<file path="config.mk">
export PLATFORM = sky130hd
export DESIGN_NAME = seg7_scan_driver
export DESIGN_NICKNAME = d
export VERILOG_FILES = /design/src/rtl/seg7_pkg.sv /design/src/rtl/seg7_glyph.sv /design/src/rtl/seg7_scan_driver.sv
export SDC_FILE = /design/constraint.sdc
export NUM_CORES = 1
export LEC_CHECK = 0
export CAP_MARGIN = 20
export CORE_MARGIN = 10
export CORE_UTILIZATION = 42
export CTS_CLUSTER_DIAMETER = 40
export DETAILED_ROUTE_END_ITERATION = 7
export SYNTH_ARGS = -nofsm -noshare
export SYNTH_HDL_FRONTEND = slang
export SYNTH_HIERARCHICAL = 1
export SYNTH_SLANG_ARGS = --single-unit
</file>
<file path="constraint.sdc">
create_clock -name clk -period 6 [get_ports clk]
set_input_delay 1.2 -clock clk [delete_from_list [all_inputs] [get_ports clk]]
set_output_delay 1.2 -clock clk [all_outputs]
set_load 0.1 [all_outputs]
</file>
<file path="src/rtl/seg7_pkg.sv">
// rtl/seg7_pkg.sv - shared constants and glyph table for the seven-segment scan driver
package seg7_pkg;

    localparam int STEP_W = 4;
    localparam logic [6:0] SEG_OFF = 7'h7F;

    // Active-low segment patterns, bit 6 = a ... bit 0 = g, indexed by hex value.
    localparam logic [6:0] GLYPHS [16] = '{
        7'h01, 7'h4F, 7'h12, 7'h06,
        7'h4C, 7'h24, 7'h20, 7'h0F,
        7'h00, 7'h04, 7'h08, 7'h60,
        7'h31, 7'h42, 7'h30, 7'h38
    };

endpackage

</file>
<file path="src/rtl/seg7_glyph.sv">
// rtl/seg7_glyph.sv - combinational hex nibble to active-low segment pattern
module seg7_glyph
    import seg7_pkg::*;
(
    input  logic [3:0] nibble,
    output logic [6:0] seg_n
);

    assign seg_n = GLYPHS[nibble];

endmodule

</file>
<file path="src/rtl/seg7_scan_driver.sv">
// rtl/seg7_scan_driver.sv - multiplexed seven-segment scan driver with buffering, blanking and PWM
module seg7_scan_driver
    import seg7_pkg::*;
#(
    parameter int DIGITS   = 8,
    parameter int TICK_DIV = 6510
) (
    input  logic                  clk,
    input  logic                  reset,
    input  logic [4*DIGITS-1:0]   data_in,
    input  logic [DIGITS-1:0]     dp_in,
    input  logic [DIGITS-1:0]     blank_in,
    input  logic                  lz_en,
    input  logic [3:0]            bright,
    input  logic                  load,
    output logic                  frame_start,
    output logic [DIGITS-1:0]     anode_n,
    output logic [6:0]            seg_n,
    output logic                  dp_n
);

    localparam int TICK_W = $clog2(TICK_DIV);
    localparam int DIG_W  = $clog2(DIGITS);

    logic [TICK_W-1:0] tick_cnt;
    logic [STEP_W-1:0] step;
    logic [DIG_W-1:0]  dig;
    logic              tick;
    logic              step_wrap;
    logic              frame_bnd;

    logic [4*DIGITS-1:0] act_data;
    logic [DIGITS-1:0]   act_dp;
    logic [DIGITS-1:0]   act_blank;
    logic [4*DIGITS-1:0] pend_data;
    logic [DIGITS-1:0]   pend_dp;
    logic [DIGITS-1:0]   pend_blank;
    logic                pend;

    logic [DIGITS-1:0] dark;
    logic              all_zero;
    logic [3:0]        sel_nib;
    logic [6:0]        sel_seg;
    logic              sel_lit;

    assign tick      = (tick_cnt == TICK_W'(TICK_DIV - 1));
    assign step_wrap = tick && (step == '1);
    assign frame_bnd = step_wrap && (dig == DIG_W'(DIGITS - 1));

    always_ff @(posedge clk or posedge reset) begin
        if (reset) begin
            tick_cnt <= '0;
            step     <= '0;
            dig      <= '0;
        end else begin
            if (tick) begin
                tick_cnt <= '0;
                step     <= step + 1'b1;
            end else begin
                tick_cnt <= tick_cnt + 1'b1;
            end
            if (step_wrap) begin
                dig <= frame_bnd ? '0 : dig + 1'b1;
            end
        end
    end

    // A load landing exactly on the boundary bypasses pending so it shows this frame.
    always_ff @(posedge clk or posedge reset) begin
        if (reset) begin
            act_data   <= '0;
            act_dp     <= '0;
            act_blank  <= '0;
            pend_data  <= '0;
            pend_dp    <= '0;
            pend_blank <= '0;
            pend       <= 1'b0;
        end else if (load && frame_bnd) begin
            act_data  <= data_in;
            act_dp    <= dp_in;
            act_blank <= blank_in;
            pend      <= 1'b0;
        end else begin
            if (frame_bnd && pend) begin
                act_data  <= pend_data;
                act_dp    <= pend_dp;
                act_blank <= pend_blank;
                pend      <= 1'b0;
            end
            if (load) begin
                pend_data  <= data_in;
                pend_dp    <= dp_in;
                pend_blank <= blank_in;
                pend       <= 1'b1;
            end
        end
    end

    // Scan from the most significant digit down so all_zero covers digits i..DIGITS-1.
    always_comb begin
        all_zero = 1'b1;
        dark     = '0;
        for (int i = DIGITS - 1; i >= 0; i--) begin
            all_zero = all_zero & (act_data[4*i +: 4] == 4'h0);
            dark[i]  = act_blank[i] | (lz_en & all_zero & (i > 0));
        end
    end

    assign sel_nib = act_data[{dig, 2'b00} +: 4];
    assign sel_lit = (step != '0) && (step <= bright) && !dark[dig];

    seg7_glyph u_glyph (
        .nibble (sel_nib),
        .seg_n  (sel_seg)
    );

    always_ff @(posedge clk or posedge reset) begin
        if (reset) begin
            anode_n     <= '1;
            seg_n       <= SEG_OFF;
            dp_n        <= 1'b1;
            frame_start <= 1'b0;
        end else begin
            anode_n     <= sel_lit ? ~(DIGITS'(1) << dig) : '1;
            seg_n       <= sel_lit ? sel_seg : SEG_OFF;
            dp_n        <= ~(sel_lit & act_dp[dig]);
            frame_start <= frame_bnd;
        end
    end

endmodule

</file>
# After elaboration in Yosys (flattened, before gate mapping)
# Memories as Yosys holds them, arrays and structs flattened.
# Cells that the tools add are included.
# word_totals
regBits,134
romBits,112
inputBits,56
output_inout_bits,17
word_cells,88
n_memories,1
# op_classes
add_sub_neg,3
magnitude_cmp,3
eq_ne,3
shift,2
muxes,19
n_bitwise,25
reduce_logical,18
# memory_table
memory,depth,word_bits,read_ports,rd_ports_with_merged_regs,wr,line,source
(no name shown),16,7,1,0,0,seg7_glyph.sv:9,assign seg_n = GLYPHS[nibble];
# op_table
op,n
$mux W32,2
$mux W8,5
$shiftx A32 B6 Y4,1
$logic_not A4 Y1,7
$mux W7,3
$and A1 B1 Y1,14
$add A13 B1 Y13 const B,1
$eq A13 B13 Y1 const B,1
$mux W13,1
$not A8 Y8,1
$shl A1 B3 Y8 const A,1
$or A1 B1 Y1,7
$bmux W1 S3,2
$logic_and A1 B1 Y1,6
$ge A5 B5 Y1 const B,1
$mux W1,5
$not A4 Y5,1
$add A4 B1 Y4 const B,1
$eq A4 B4 Y1 const B,1
$le A4 B4 Y1,1
$lt A3 B4 Y1 const B,1
$reduce_bool A4 Y1,1
$add A3 B1 Y3 const B,1
$eq A3 B3 Y1 const B,1
6 further kinds,7

# Longest topological paths before layout
# Gate-level depths: netlist of run 1.
# logic_depth
word_depth,15
mapped_depth,12
mapped_depth_nobuf,10

# Cells and area by module
# Netlist of run 1, hierarchy kept.
# modules_own_cells
mod,n_inst,cells_each,area_each_um2,seq_area_each_um2
seg7_scan_driver,1,568,6471.2,3373.2
seg7_glyph,1,31,262.8,0.0

# Worst setup path before layout of run 1
# Ideal clock, no wire load.
# synth_timing
path_type,register -> register
from,reg dig[1]
to,reg seg_n[3]
setup_ps,102
arrival_ps,2491
required_ps,5898
slack_ps,3406
stages_incl_launch_ff,12
path_buffers,2
period_less_slack_ps,2594
cell_sequence,dfrtp_1 > clkbuf_1 > clkbuf_1 > mux4_2 > nor2_1 > nor2_1 > inv_1 > ha_1 > inv_1 > mux4_1 > inv_1 > o2111ai_1
# synth_via
elab_chain_cells,6
word_cells_on_any_way,10
cone_classes,1 x shift; 5 x mux; 1 x bitwise; 2 x reduce/logical; 1 x memory
# synth_lines
item,line,source
from (decl),seg7_scan_driver.sv:27,logic [DIG_W-1:0] dig;
from (signal assigned),seg7_scan_driver.sv:63,dig <= frame_bnd ? '0 : dig + 1'b1;
$shiftx A32 B6 Y4,seg7_scan_driver.sv:109,"assign sel_nib = act_data[{dig, 2'b00} +: 4];"
via sel_nib[1],seg7_scan_driver.sv:42,logic [3:0] sel_nib;
$not A4 Y5 (implied by the code),seg7_glyph.sv:9,
$mem_v2 Z16 W7,n/a,
$mux W7 (implied by the code) (2 in a row),seg7_glyph.sv:9,
via sel_seg[3],seg7_scan_driver.sv:43,logic [6:0] sel_seg;
$mux W7,seg7_scan_driver.sv:125,seg_n <= sel_lit ? sel_seg : SEG_OFF;
to (signal assigned),seg7_scan_driver.sv:125,
to (decl),seg7_scan_driver.sv:18,"output logic [6:0] seg_n,"
# The timed path passes the listed nets, and every way through them passes these cells. The select of a mux whose other input is x is not followed.
# A chain may end at the register's enable or synchronous reset.

# Worst setup path in the final report of run 1
# layout_timing
from,reg dig[1]
to,reg pend_data[16]
# layout_via
elab_chain_cells,5
# layout_lines
item,line,source
$eq A3 B3 Y1,seg7_scan_driver.sv:48,assign frame_bnd = step_wrap && (dig == DIG_W'(DIGITS - 1));
$logic_and A1 B1 Y1,seg7_scan_driver.sv:48,
$logic_and A1 B1 Y1,seg7_scan_driver.sv:78,end else if (load && frame_bnd) begin
$not A1 Y1 (no line),n/a,
$reduce_and A2 Y1 (no line),n/a,
to (signal assigned),seg7_scan_driver.sv:91,pend_data <= data_in;
to (decl),seg7_scan_driver.sv:35,logic [4*DIGITS-1:0] pend_data;
# No other way between the ends.

==> flow_metrics.tcl, run 1 <==
set metrics [dict create \
    slowest_delay_ps 780 \
    cts_hold_buf 0 \
    synth_top_family_by_area "multiplexers" \
    drt_pre_antenna_iters 5 \
    finalCriticalPeriod_ps 3480 \
    crit_chain "ha_1 > ha_1 > nand4_1 > or4_4 > nand2_4 > mux2_2" \
    grt_max_degree 59 \
    outcome "completed" \
    dp_cells 857 \
    layout.nets 737 \
    ys.flop_type "dfrtp_1" \
    power_w 0.00218 \
    cts_tree "built" \
    mostFrequentLayoutCell "dfrtp_1" \
    ir_drop_v 0.000216 \
    crit_required_ps 6310 \
    drt_iter0_markers 292 \
    syn_avg_cell_area_um2 11.2 \
    seqCellArea_um2 3370 \
    fin_crit_sh_pct 58.0 \
    synth_fp_nets 676 \
    timing.final.max_slew_violations 0 \
    area_growth_pct 20.9 \
    start_util_pct 42.5 \
    yosys_warnings 6 \
    fin_skew_ps 18.8 \
    synth_compound_area_share_pct 12.9 \
    finalSetupViolCount 0 \
    final_cell_mix "118 x dfrtp_1, 71 x clkdlybuf4s50_1, 59 x o21ai_0, 56 x nand2_1, 32 x a22oi_1" \
    synth_adder_area_share_pct 3.90 \
    crit_type "reg2reg" \
    n_fill_cell 1383 \
    synthCells 599 \
    worst_pin_slew_ps 1010 \
    post_layout_nonfiller_instances 889 \
    hp-class "reg2reg" \
    synth-simple-area-share_pct 12.8 \
    hold_viol 0 \
    clk_latency_ps 430 \
    ys_seq_elements 134 \
    multi_input_area_um2 3050 \
    numCtsBuffers 17 \
    core_um2 15800 \
    cts_buffer_depth 2 \
    postCtsSetupBuffers 0 \
    end_kind "register" \
    clock_sinks 134 \
    io_pins 73 \
    maxCapViolations 0 \
    diodes 0 \
    synth_mux_area_share_pct 13.8 \
    dr_total_vias 4731 \
    critPathMostFrequentCell "ha_1" \
    power.leakage_nw 3.42 \
    synth_edf_count 0 \
    grt_pass1_vias 4955 \
    die_h_um 147 \
    cts_root_buffer "clkbuf_16" \
    power_density_nw_per_um2 268 \
    crit_path_start_kind "register" \
    fp-row-count 46 \
    setup_tns_ps 0 \
    slew-limit-headroom_pct 32.4 \
    routedWlPerCell_um 17.1 \
    synth-xor-area-share_pct 1.82 \
    dpl.hpwl_um 10800 \
    track_usage_pct 14.5 \
    worstPathArrival_ps 3780 \
    overflow 0 \
    synthesis.area_um2 6730 \
    antenna_found_initial 0 \
    fp.dieW_um 147 \
    synth_cell_type_count 49 \
    die-area_um2 21500 \
    routabilityCongestion 0.806 \
    rsz0062_at_grt "false" \
    clkTransAtPathRegs_ps 60 \
    cts-htree-levels 4 \
    max_freq_mhz 288 \
    ys_seq_area_share_pct 50.1 \
    worst-path-max-fanout 49 \
    final_layout_size_suffix_gt1_share_pct 18.4 \
    grt_pass1_wl_um 25400 \
    port-buffer-count 72 \
    routed_wl_um 15200 \
    via_per_inst 5.32 \
    drtAntennaViolNets 0 \
    crit_path_top_delay_cell "dfrtp_1" \
    drc_errors 0 \
    async_flop_share_pct 100 \
    cts_resized 0 \
]
## power breakdown
part | total, W | internal (W) | leakage (nW) | switching, W
sequential | 0.000988 | 0.000956 | 1.62 | 0.0000316
clock | 0.000985 | 0.000599 | 0.274 | 0.000385
combinational | 0.000206 | 0.000112 | 1.53 | 0.0000941
## Yosys cell counts (12+ instances only)
| cell type | number | area, um^2 |
|---|---|---|
| a21oi_1 | 20 | 100 |
| a22oi_1 | 32 | 240 |
| and3b_1 | 16 | 140 |
| clkbuf_1 | 28 | 105 |
| dfrtp_1 | 118 | 2950 |
| dfstp_2 | 16 | 420 |
| ha_1 | 21 | 263 |
| inv_1 | 22 | 82.6 |
| mux2_2 | 28 | 315 |
| mux2_4 | 20 | 300 |
| nand2_1 | 56 | 210 |
| nand3_1 | 12 | 60.1 |
| nor2_1 | 26 | 97.6 |
| nor2b_1 | 13 | 81.3 |
| o21ai_0 | 59 | 295 |
## layer usage
metal | GRT usage (%) | share of wire, % | up-vias
met4 | 6.16 | 1.8 | 0
met1 | 18.8 | 47 | 2336
met3 | 4.14 | 4.0 | 17
li1 | - | - | 2285
met2 | 22.1 | 47 | 93
met5 | 0 | 0 | -
## flip-flops by register name, summed over array words and instances (netlist names)
signal       flops
act_data        32
step             4
pend             1
act_blank        8
dp_n             1
seg_n            7
pend_dp          8
anode_n          8
act_dp           8
tick_cnt        13
dig              3
pend_data       32
frame_start      1
pend_blank       8
## critical path: cells and delay by family (launching register included)
kind / cells / cell delay (ps)
fa+ha+maj: 2 / 580
flops: 1 / 780
simple gates: 3 / 1520
mux: 1 / 410
## metrics by stage
stage	setup WS, ps	hold WS [ps]	area (um^2)	utilization (%)
floorplan	1240	445	6730	-
global placement	2580	465	7570	47.8
detailed placement	2440	473	7570	47.8
CTS	2530	487	8140	51.4
global route	2370	503	8140	51.4
finish	2520	480	8140	51.4
## cell families (layout without fill, tap and decap cells)
kind of cell,Yosys count,in the layout
flip-flops,134,134
buffers and inverters,62,136
multiplexers,65,65
adder cells (fa/ha/maj),21,21
XOR/XNOR,14,14
AND/OR/NAND/NOR,161,161
AO/OA/AOI/OAI,142,142
## worst paths after layout
kind / start / end / slack [ps] / cells after the start
hold reg to reg: act_blank[1]$_DFFE_PP0P_ / act_blank[1]$_DFFE_PP0P_ / 480 / 2
min in group asynchronous: reset / pend_data[2]$_DFFE_PP0P_ / 1170 / 2
setup / recovery: dig[1]$_DFFE_PP0P_ / pend_data[16]$_DFFE_PP0P_ / 2520 / 6
setup reg to reg: dig[1]$_DFFE_PP0P_ / pend_data[16]$_DFFE_PP0P_ / 2520 / 6
hold / removal: act_blank[1]$_DFFE_PP0P_ / act_blank[1]$_DFFE_PP0P_ / 480 / 2
max in group asynchronous: reset / act_data[19]$_DFFE_PP0P_ / 3720 / 3
## layout make-up
type	count	area share [%]
Clock buffer	20	5.73
Multi-Input combinational cell	403	37.5
Tap cell	216	3.32
Sequential cell	134	41.4
Timing Repair Buffer	81	9.62
Clock inverter	12	1.26
Inverter	23	1.09
No activity file was read; power rests on OpenSTA's default activity.
==> run 2, diff against run 1 <==
==> constraint.sdc (replaced) <==
create_clock -name clk -period 3.5 [get_ports clk]
set_input_delay 0.7 -clock clk [delete_from_list [all_inputs] [get_ports clk]]
set_output_delay 0.7 -clock clk [all_outputs]
set_load 0.1 [all_outputs]
==> flow_metrics.tcl, run 2 (synthesized netlist as in run 1, its figures left out) <==
set metrics [dict create \
    fin_crit_sh_pct 81.4 \
    cts_resized 0 \
    n_fill_cell 1377 \
    finalSetupViolCount 0 \
    diodes 0 \
    track_usage_pct 14.6 \
    hp-class "reg2reg" \
    slowest_delay_ps 730 \
    drc_errors 0 \
    fp.dieW_um 147 \
    crit_path_top_delay_cell "dfrtp_1" \
    numCtsBuffers 17 \
    drtAntennaViolNets 0 \
    drt_iter0_markers 401 \
    die-area_um2 21500 \
    rrSetupSlack_ps 650 \
    routedWlPerCell_um 17.2 \
    worst_pin_slew_ps 969 \
    overflow 0 \
    layout.nets 740 \
    worstPathArrival_ps 3150 \
    worst-path-max-fanout 48 \
    r2r_cells 5 \
    dp_cells 860 \
    power_density_nw_per_um2 477 \
    grt_max_degree 135 \
    cts_tree "built" \
    mostFrequentLayoutCell "dfrtp_1" \
    postCtsSetupBuffers 0 \
    dr_total_vias 4822 \
    cts_root_buffer "clkbuf_16" \
    whs_ps 479 \
    finalCriticalPeriod_ps 2850 \
    dpl.hpwl_um 10400 \
    cts-htree-levels 4 \
    postLayoutCoreUtil_pct 51.7 \
    final_layout_size_suffix_gt1_share_pct 21.0 \
    end_kind "register" \
    fp-row-count 46 \
    slew-limit-headroom_pct 35.2 \
    power.leakage_nw 3.46 \
    setup_tns_ps 0 \
    routed_wl_um 15300 \
    io_pins 73 \
    clock_sinks 134 \
    crit_path_start_kind "register" \
    crit_type "reg2reg" \
    routabilityCongestion 0.802 \
    post_layout_nonfiller_instances 892 \
    min_to "act_blank[7]$_DFFE_PP0P_" \
    via_per_inst 5.41 \
    clk_latency_ps 420 \
    crit_required_ps 3800 \
    timing.final.max_slew_violations 0 \
    r2r_start "dig[2]$_DFFE_PP0P_" \
    crit_chain "ha_1 > nand4_1 > or4_4 > nand2_4 > mux2_2" \
    die_h_um 147 \
    final_cell_mix "118 x dfrtp_1, 59 x o21ai_0, 56 x nand2_1, 55 x clkdlybuf4s50_1, 32 x a22oi_1" \
    grt_pass1_vias 4982 \
    reg.largest.list "act_data x32, pend_data x32, tick_cnt x13" \
    core_um2 15800 \
    grt_pass1_wl_um 25800 \
    clkTransAtPathRegs_ps 60 \
    cts_buffer_depth 2 \
    fin_skew_ps 7.89 \
    drt_pre_antenna_iters 6 \
    max_freq_mhz 351 \
    outcome "completed" \
    rsz0062_at_grt "false" \
    antenna_found_initial 0 \
    hold_viol 0 \
    area_growth_pct 21.4 \
    worstHoldPathCells 2 \
    ir_drop_v 0.000350 \
    start_util_pct 42.5 \
    cts_hold_buf 0 \
    min_from "act_blank[7]$_DFFE_PP0P_" \
    r2r_end "pend_data[8]$_DFFE_PP0P_" \
    port-buffer-count 72 \
    maxCapViolations 0 \
]
run 2: worst max path at each step:
stage | cells after the start | startpoint | to
6_report | 5 | dig[2]$_DFFE_PP0P_ | pend_data[8]$_DFFE_PP0P_
5_1_grt | 5 | dig[2]$_DFFE_PP0P_ | pend_data[29]$_DFFE_PP0P_
4_1_cts | 5 | dig[2]$_DFFE_PP0P_ | pend_data[8]$_DFFE_PP0P_
3_5_place_dp | 5 | dig[2]$_DFFE_PP0P_ | pend_data[20]$_DFFE_PP0P_
3_3_place_gp | 5 | dig[2]$_DFFE_PP0P_ | pend_data[31]$_DFFE_PP0P_
2_1_floorplan | 11 | dig[1]$_DFFE_PP0P_ | seg_n[3]$_DFF_PP1_
run 2: power by group:
part           internal [W]  switching [W]  total [W]
logic              0.000193       0.000160   0.000353
clock network       0.00117       0.000682    0.00186
registers           0.00164      0.0000533    0.00169
run 2: layout make-up:
type	count	area [um^2]	share of cell area, %
inverter	23	90.1	1.10
sequential	134	3370	41.2
multi-input combinational	403	3050	37.3
clock inverter	12	150	1.84
timing repair buffer	84	778	9.52
clock buffer	20	467	5.71
tap	216	270	3.30
run 2: stage by stage:
step	setup WS, ps	instance area (um^2)	power (W)
after global routing	442	8180	0.00405
after detailed placement	677	7560	0.00208
after global placement	736	7560	0.00206
after CTS	642	8180	0.00394
final	652	8180	0.00390
after floorplan	906	6740	0.00194
run 2: worst max-delay path: cells and delay by family, from the launching register on:
kind,cells,cell delay (ps)
fa+ha+maj,1,330
flops,1,730
mux,1,410
simple gates,3,1210
run 2: metal layers:
metal | up-vias | wire (um) | part of all wire [%] | GRT usage, %
met5 | - | 0 | 0 | 0
met4 | 0 | 235 | 1.5 | 5.41
met3 | 17 | 689 | 4.5 | 4.08
met2 | 109 | 7060 | 46 | 22.7
met1 | 2400 | 7310 | 48 | 19.1
li1 | 2296 | - | - | -
==> run 3, diff against run 2 <==
==> constraint.sdc (replaced) <==
create_clock -name clk -period 2.75 [get_ports clk]
set_input_delay 0.55 -clock clk [delete_from_list [all_inputs] [get_ports clk]]
set_output_delay 0.55 -clock clk [all_outputs]
set_load 0.1 [all_outputs]
==> flow_metrics.tcl, run 3 (synthesized netlist as in run 1, its figures left out) <==
set metrics [dict create \
    area_growth_pct 22.6 \
    layout.nets 748 \
    fp.dieW_um 147 \
    ir_drop_v 0.000456 \
    dr_total_vias 4795 \
    end_kind "register" \
    die-area_um2 21500 \
    die_h_um 147 \
    fin_skew_ps 7.38 \
    drc_errors 0 \
    start_util_pct 42.5 \
    fin_crit_sh_pct 93.3 \
    max_freq_mhz 390 \
    critPathMostFrequentCell "inv_1" \
    io_pins 73 \
    drt_iter0_markers 360 \
    numCtsBuffers 17 \
    cts_root_buffer "clkbuf_16" \
    cts_hold_buf 0 \
    power_density_nw_per_um2 594 \
    diodes 0 \
    port-buffer-count 72 \
    crit_path_start_kind "register" \
    cts_buffer_depth 2 \
    setup_tns_ps 0 \
    outcome "completed" \
    cts-htree-levels 4 \
    seqCellArea_um2 3370 \
    p_comb_share_pct 9.3 \
    core_um2 15800 \
    final_layout_size_suffix_gt1_share_pct 21.6 \
    via_per_inst 5.33 \
    grt_max_degree 106 \
    finalCriticalPeriod_ps 2570 \
    p_seq_share_pct 44.0 \
    rsz0062_at_grt "false" \
    dp_cells 868 \
    power_frac_clock_pct 46.6 \
    worstPathArrival_ps 2880 \
    overflow 0 \
    postCtsSetupBuffers 0 \
    maxCapViolations 0 \
    power.leakage_nw 3.50 \
    grt_pass1_wl_um 26700 \
    track_usage_pct 15.2 \
    swShare_pct 22.7 \
    cts_tree "built" \
    multi_input_area_um2 3050 \
    crit_path_top_delay_cell "dfrtp_1" \
    clkTransAtPathRegs_ps 50 \
    fp-row-count 46 \
    hold_viol 0 \
    cts_resized 0 \
    routabilityCongestion 0.798 \
    n_fill_cell 1369 \
    reg.largest.list "act_data x32, pend_data x32, tick_cnt x13" \
    slew-limit-headroom_pct 31.8 \
    final_cell_mix "118 x dfrtp_1, 59 x o21ai_0, 56 x nand2_1, 54 x clkdlybuf4s50_1, 33 x buf_4" \
    routed_wl_um 15900 \
    p_switching_w 0.00112 \
    mostFrequentLayoutCell "dfrtp_1" \
    cellInternalPower_w 0.00379 \
    crit_chain "buf_4 > buf_4 > mux4_2 > nand2_1 > nand2_1 > inv_1 > ha_1 > inv_1 > mux4_1 > inv_1 > o2111ai_1" \
    slowest_delay_ps 470 \
    dpl.hpwl_um 11300 \
    hp-class "in2async" \
    critPathTopFamily "multiplexers" \
    grt_pass1_vias 5100 \
    finalSetupViolCount 0 \
    drt_pre_antenna_iters 4 \
    drtAntennaViolNets 0 \
    routedWlPerCell_um 17.7 \
    clk_latency_ps 430 \
    crit_required_ps 3060 \
    crit_type "reg2reg" \
    worst_pin_slew_ps 1020 \
    clock_sinks 134 \
    timing.final.max_slew_violations 0 \
    worst-path-max-fanout 8 \
    worst-path-buf-inv 5 \
    antenna_found_initial 0 \
    post_layout_nonfiller_instances 900 \
]
-- run 3: changes by cell type in the layout (fill, tap and decap cells not counted) --
cell             previous run  this run
buf_12                      1         4
clkbuf_8                    3         5
bufinv_16                   3         2
clkinv_2                    4         2
buf_4                      27        33
inv_6                       1         0
clkdlybuf4s50_1            55        54
clkinv_4                    1         0
clkbuf_1                    0         3
-- run 3: worst paths after layout --
path | start | to | slack, ps | depth (start not counted)
min in group clk | act_blank[4]$_DFFE_PP0P_ | act_blank[4]$_DFFE_PP0P_ | 490 | 2
max in group asynchronous | reset | seg_n[1]$_DFF_PP1_ | 1500 | 3
min reg2reg | act_blank[4]$_DFFE_PP0P_ | act_blank[4]$_DFFE_PP0P_ | 490 | 2
max reg2reg | dig[1]$_DFFE_PP0P_ | seg_n[3]$_DFF_PP1_ | 180 | 11
max | dig[1]$_DFFE_PP0P_ | seg_n[3]$_DFF_PP1_ | 180 | 11
min | reset | pend_data[1]$_DFFE_PP0P_ | 420 | 2
-- run 3: cell type report --
type                       instances  share of cell area, %
clock buffer                      25                   6.12
clock inverter                     7                   1.12
inverter                          23                   1.09
multi-input combinational        403                   36.9
sequential                       134                   40.9
tap                              216                   3.27
timing repair buffer              92                   10.6
-- run 3: power groups by stage --
stage          Combinational, W  Sequential, W  Clock, W
2_1_floorplan          0.000304        0.00216         0
3_3_place_gp           0.000448        0.00219         0
3_5_place_dp           0.000463        0.00219         0
4_1_cts                0.000465        0.00216   0.00234
5_1_grt                0.000510        0.00217   0.00243
6_report               0.000458        0.00216   0.00229
-- run 3: stage by stage --
stage | hold slack (ps) | power, W | setup slack (ps) | cell area (um^2) | util (%)
2_1_floorplan | 445 | 0.00247 | 156 | 6740 | -
3_3_place_gp | 467 | 0.00264 | 255 | 7660 | 48.4
3_5_place_dp | 476 | 0.00265 | 122 | 7660 | 48.4
4_1_cts | 413 | 0.00496 | 186 | 8250 | 52.2
5_1_grt | 448 | 0.00511 | 60.4 | 8250 | 52.2
6_report | 424 | 0.00491 | 184 | 8250 | 52.2
-- run 3: metal layers --
layer | GRT usage (%) | wire length (um) | part of all wire [%] | vias up
li1 | - | - | - | 2325
met1 | 19.7 | 7540 | 47 | 2350
met2 | 23.6 | 7440 | 47 | 97
met3 | 4.79 | 710 | 4.5 | 23
met4 | 5.21 | 240 | 1.5 | 0
met5 | 0 | 0 | 0 | -
-- run 3: worst register-to-register path: stages, from the launching register on --
cell and delay (ps):
dfrtp_1 470, buf_4 210, buf_4 170, mux4_2 220
nand2_1 50, nand2_1 190, inv_1 150, ha_1 330
inv_1 40, mux4_1 470, inv_1 60, o2111ai_1 90
==> variant 1 (settings of run 3) <==
Register the output `seg_n` once more, cleared by the reset; this adds one clock of latency there. The other outputs are not delayed to match.
--- a/src/rtl/seg7_scan_driver.sv
+++ b/src/rtl/seg7_scan_driver.sv
@@ -22,4 +22,6 @@
     localparam int TICK_W = $clog2(TICK_DIV);
     localparam int DIG_W  = $clog2(DIGITS);
+
+    logic [6:0] seg_n_s0;
 
     logic [TICK_W-1:0] tick_cnt;
@@ -118,10 +120,10 @@
         if (reset) begin
             anode_n     <= '1;
-            seg_n       <= SEG_OFF;
+            seg_n_s0    <= SEG_OFF;
             dp_n        <= 1'b1;
             frame_start <= 1'b0;
         end else begin
             anode_n     <= sel_lit ? ~(DIGITS'(1) << dig) : '1;
-            seg_n       <= sel_lit ? sel_seg : SEG_OFF;
+            seg_n_s0    <= sel_lit ? sel_seg : SEG_OFF;
             dp_n        <= ~(sel_lit & act_dp[dig]);
             frame_start <= frame_bnd;
@@ -129,4 +131,12 @@
     end
 
+    always_ff @(posedge clk or posedge reset) begin
+        if (reset) begin
+            seg_n <= '0;
+        end else begin
+            seg_n <= seg_n_s0;
+        end
+    end
+
 endmodule
 
Formal check against the unedited RTL: not equivalent (a bounded check fails within 4 cycles, from zero or initial values and one cycle with reset high).
==> variant 1 against run 3 <==
- routed wire length fell by 2.9%
- cell count rose by 0.33%
- fmax rose by 0.71%
- largest cell class unchanged
- sequential cell count rose by 7
- highest routed layer unchanged
- synthesized area rose by 3.5%
- power rose by 2.6%
- cell area rose by 3.2%
- utilization fell by 0.21 points
- setup slack improved by 0.018 ns
- count of clock-buffer cells in the layout fell by 6
- hold slack got worse by 0.036 ns
==> variant 1: results <==
set metrics [dict create \
    gp_congestion 0.837 \
    leakagePower_nw 3.64 \
    drtIter0Drc 320 \
    cp_max_fo 11 \
    r2r_start "dig[0]$_DFFE_PP0P_" \
    placed_cell_area_sq_mm 0.00792 \
    timing.final.crit_share_pct 92.6 \
    wl_met2_um 7350 \
    worstPathArrival_ns 2.86 \
    seqPwrFrac_pct 44.9 \
    met1_usage_pct 19.7 \
    slowest_delay_ns 0.53 \
    met3_usage_pct 3.76 \
    dp_cells 872 \
    grt_max_degree 87 \
    wl_per_cell_um 17.1 \
    synth_compound_area_share_pct 13.9 \
    finalPower_w 0.00503 \
    finClkSkew_ns 0.00923 \
    synth-xor-area-share_pct 1.76 \
    dp_slack_ns 0.0624 \
    synthTopCellsByCount "dfrtp_1, nand2_1, o21ai_0" \
    worst_pin_slew_ns 0.707 \
    vias 4829 \
    status "completed" \
    avgSynthCellArea_sq_um 11.7 \
    grt_pass1_wl_um 26500 \
    finalWirelength_um 15500 \
    endpoint "seg_n_s0[3]$_DFF_PP1_" \
    slowest_stage "dfrtp_2" \
    rr_worst_depth 9 \
    hp-class "register to register" \
    holdWs_ns 0.388 \
    met1_length_um 7320 \
    rrSetupSlack_ns 0.20 \
]
==> variant 1: cell count changes after synthesis, moves of 6 or more <==
cell              run 3  this run
o2111ai_2             0         7
o2111ai_1            10         3
a21oi_1              20        13
dfrtp_1             118       125
nor4_1                9         2
a22oi_1              32        38
buf_2                 3         9
and3b_1              16        10
==> variant 1: worst register-to-register path, stage by stage (launching register included) <==
cell and delay, ns:
dfrtp_2 0.53, mux4_2 0.37, nor2_1 0.04, nor2_1 0.30, inv_1 0.18, ha_1 0.33
inv_1 0.04, mux4_1 0.48, inv_1 0.08, o2111ai_2 0.09
==> variant 1: layout make-up <==
class                           count  area (sq um)
Clock buffer                       19           453
Clock inverter                     12           145
Fill cell                        1433          7890
Inverter                           24          93.8
Multi-Input combinational cell    394          3120
Sequential cell                   141          3550
Tap cell                          220           275
Timing Repair Buffer               93           888
==> variant 1: repair_timing <==
action,CTS,global route
endpoints found under the hold margin,0,0
gates resized for setup,0,1
setup endpoints to repair,0,38
==> variant 2 (flow settings as in run 3) <==
Made on the original files. The parameter `DIGITS` goes from 8 to 16.
--- a/src/rtl/seg7_scan_driver.sv
+++ b/src/rtl/seg7_scan_driver.sv
@@ -3,5 +3,5 @@
     import seg7_pkg::*;
 #(
-    parameter int DIGITS   = 8,
+    parameter int DIGITS   = 16,
     parameter int TICK_DIV = 6510
 ) (
Interface: changed (resized anode_n, blank_in, data_in and dp_in); port bits go from 73 to 129. The function was not compared with the original's and may differ.
==> variant 2 against run 3 <==
- power rose by 94%
- critical path type unchanged
- cell area is 74% higher
- combinational power up 59%
- cell count rose by 62%
- setup slack got worse by 0.099 ns
- routed wire length rose by 83%
- clock skew up 0.016 ns
- global-route usage increased by 2.2 points
- synthesized area increased by 64%
- count of clock-buffer cells in the layout up 25
- sequential cell count up 105
==> variant 2: results <==
set metrics [dict create \
    top_regs "act_data: 64 flops, pend_data: 64 flops" \
    clockPowerShare_pct 51.9 \
    grt_max_degree 79 \
    dpl.hpwl_um 20500 \
    nonClockBufferCount 188 \
    met3_length_um 1660 \
    slowest_stage "mux4_2" \
    finish.utilization_pct 55.1 \
    seq_area_frac_synth_pct 54.5 \
    synth_area_leaders "dfrtp_1, mux2_1, dfstp_2, mux4_2, a22oi_1" \
    drtPass1Iterations 5 \
    wl_met2_um 13100 \
    clock_buffers 50 \
    nNetsFinal 1222 \
    rr_worst_depth 8 \
    grt_pass1_vias 8560 \
    synthesis.nets 1055 \
    crit_path_start "dig[0]$_DFFE_PP0P_" \
    pwr-share-comb_pct 7.7 \
    powerSeq_w 0.00384 \
    route.top_layer_used "met5" \
    cts_buffers 39 \
    holdWs_ns 0.486 \
    synth_compound_area_share_pct 14.1 \
    wl_per_cell_um 19.9 \
    grtUsageTotal_pct 17.5 \
    grt_pass1_wl_um 47700 \
    cts-htree-levels 2 \
    status "completed" \
    nMultiInputCombCells 611 \
    leakagePower_nw 6.07 \
    synth-xor-area-share_pct 1.11 \
]
[variant 2: cell types whose count changed after synthesis, moves of 16 or more]
| cell | change |
|---|---|
| o21ai_0 | -48 |
| mux2_2 | -27 |
| a22oi_1 | +45 |
| mux4_2 | +17 |
| dfrtp_1 | +97 |
| and3b_1 | -16 |
| o21ai_1 | +80 |
| nand2_1 | +47 |
| mux2_4 | -20 |
| mux2_1 | +96 |
| o22ai_1 | +36 |
[variant 2: cells by family (layout without fill, tap and decap cells)]
logic type / Yosys count / count (layout)
adders and majority gates: 21 / 21
muxes: 130 / 130
and+or+nand+nor: 196 / 196
AOI/OAI and AO/OA: 250 / 250
DFF: 239 / 239
xor gates and xnor gates: 14 / 14
buffers and inverters: 80 / 277
[variant 2: repair_timing]
action,CTS,global route
resized for setup,0,4
setup endpoints to repair,0,13
setup buffers,0,4
[variant 2: per-layer routing]
metal  vias to the layer above  track usage, %
li1                       3797               -
met1                      4102            24.7
met2                       223            26.2
met3                        55            4.02
met4                         2            4.98
met5                         -               0
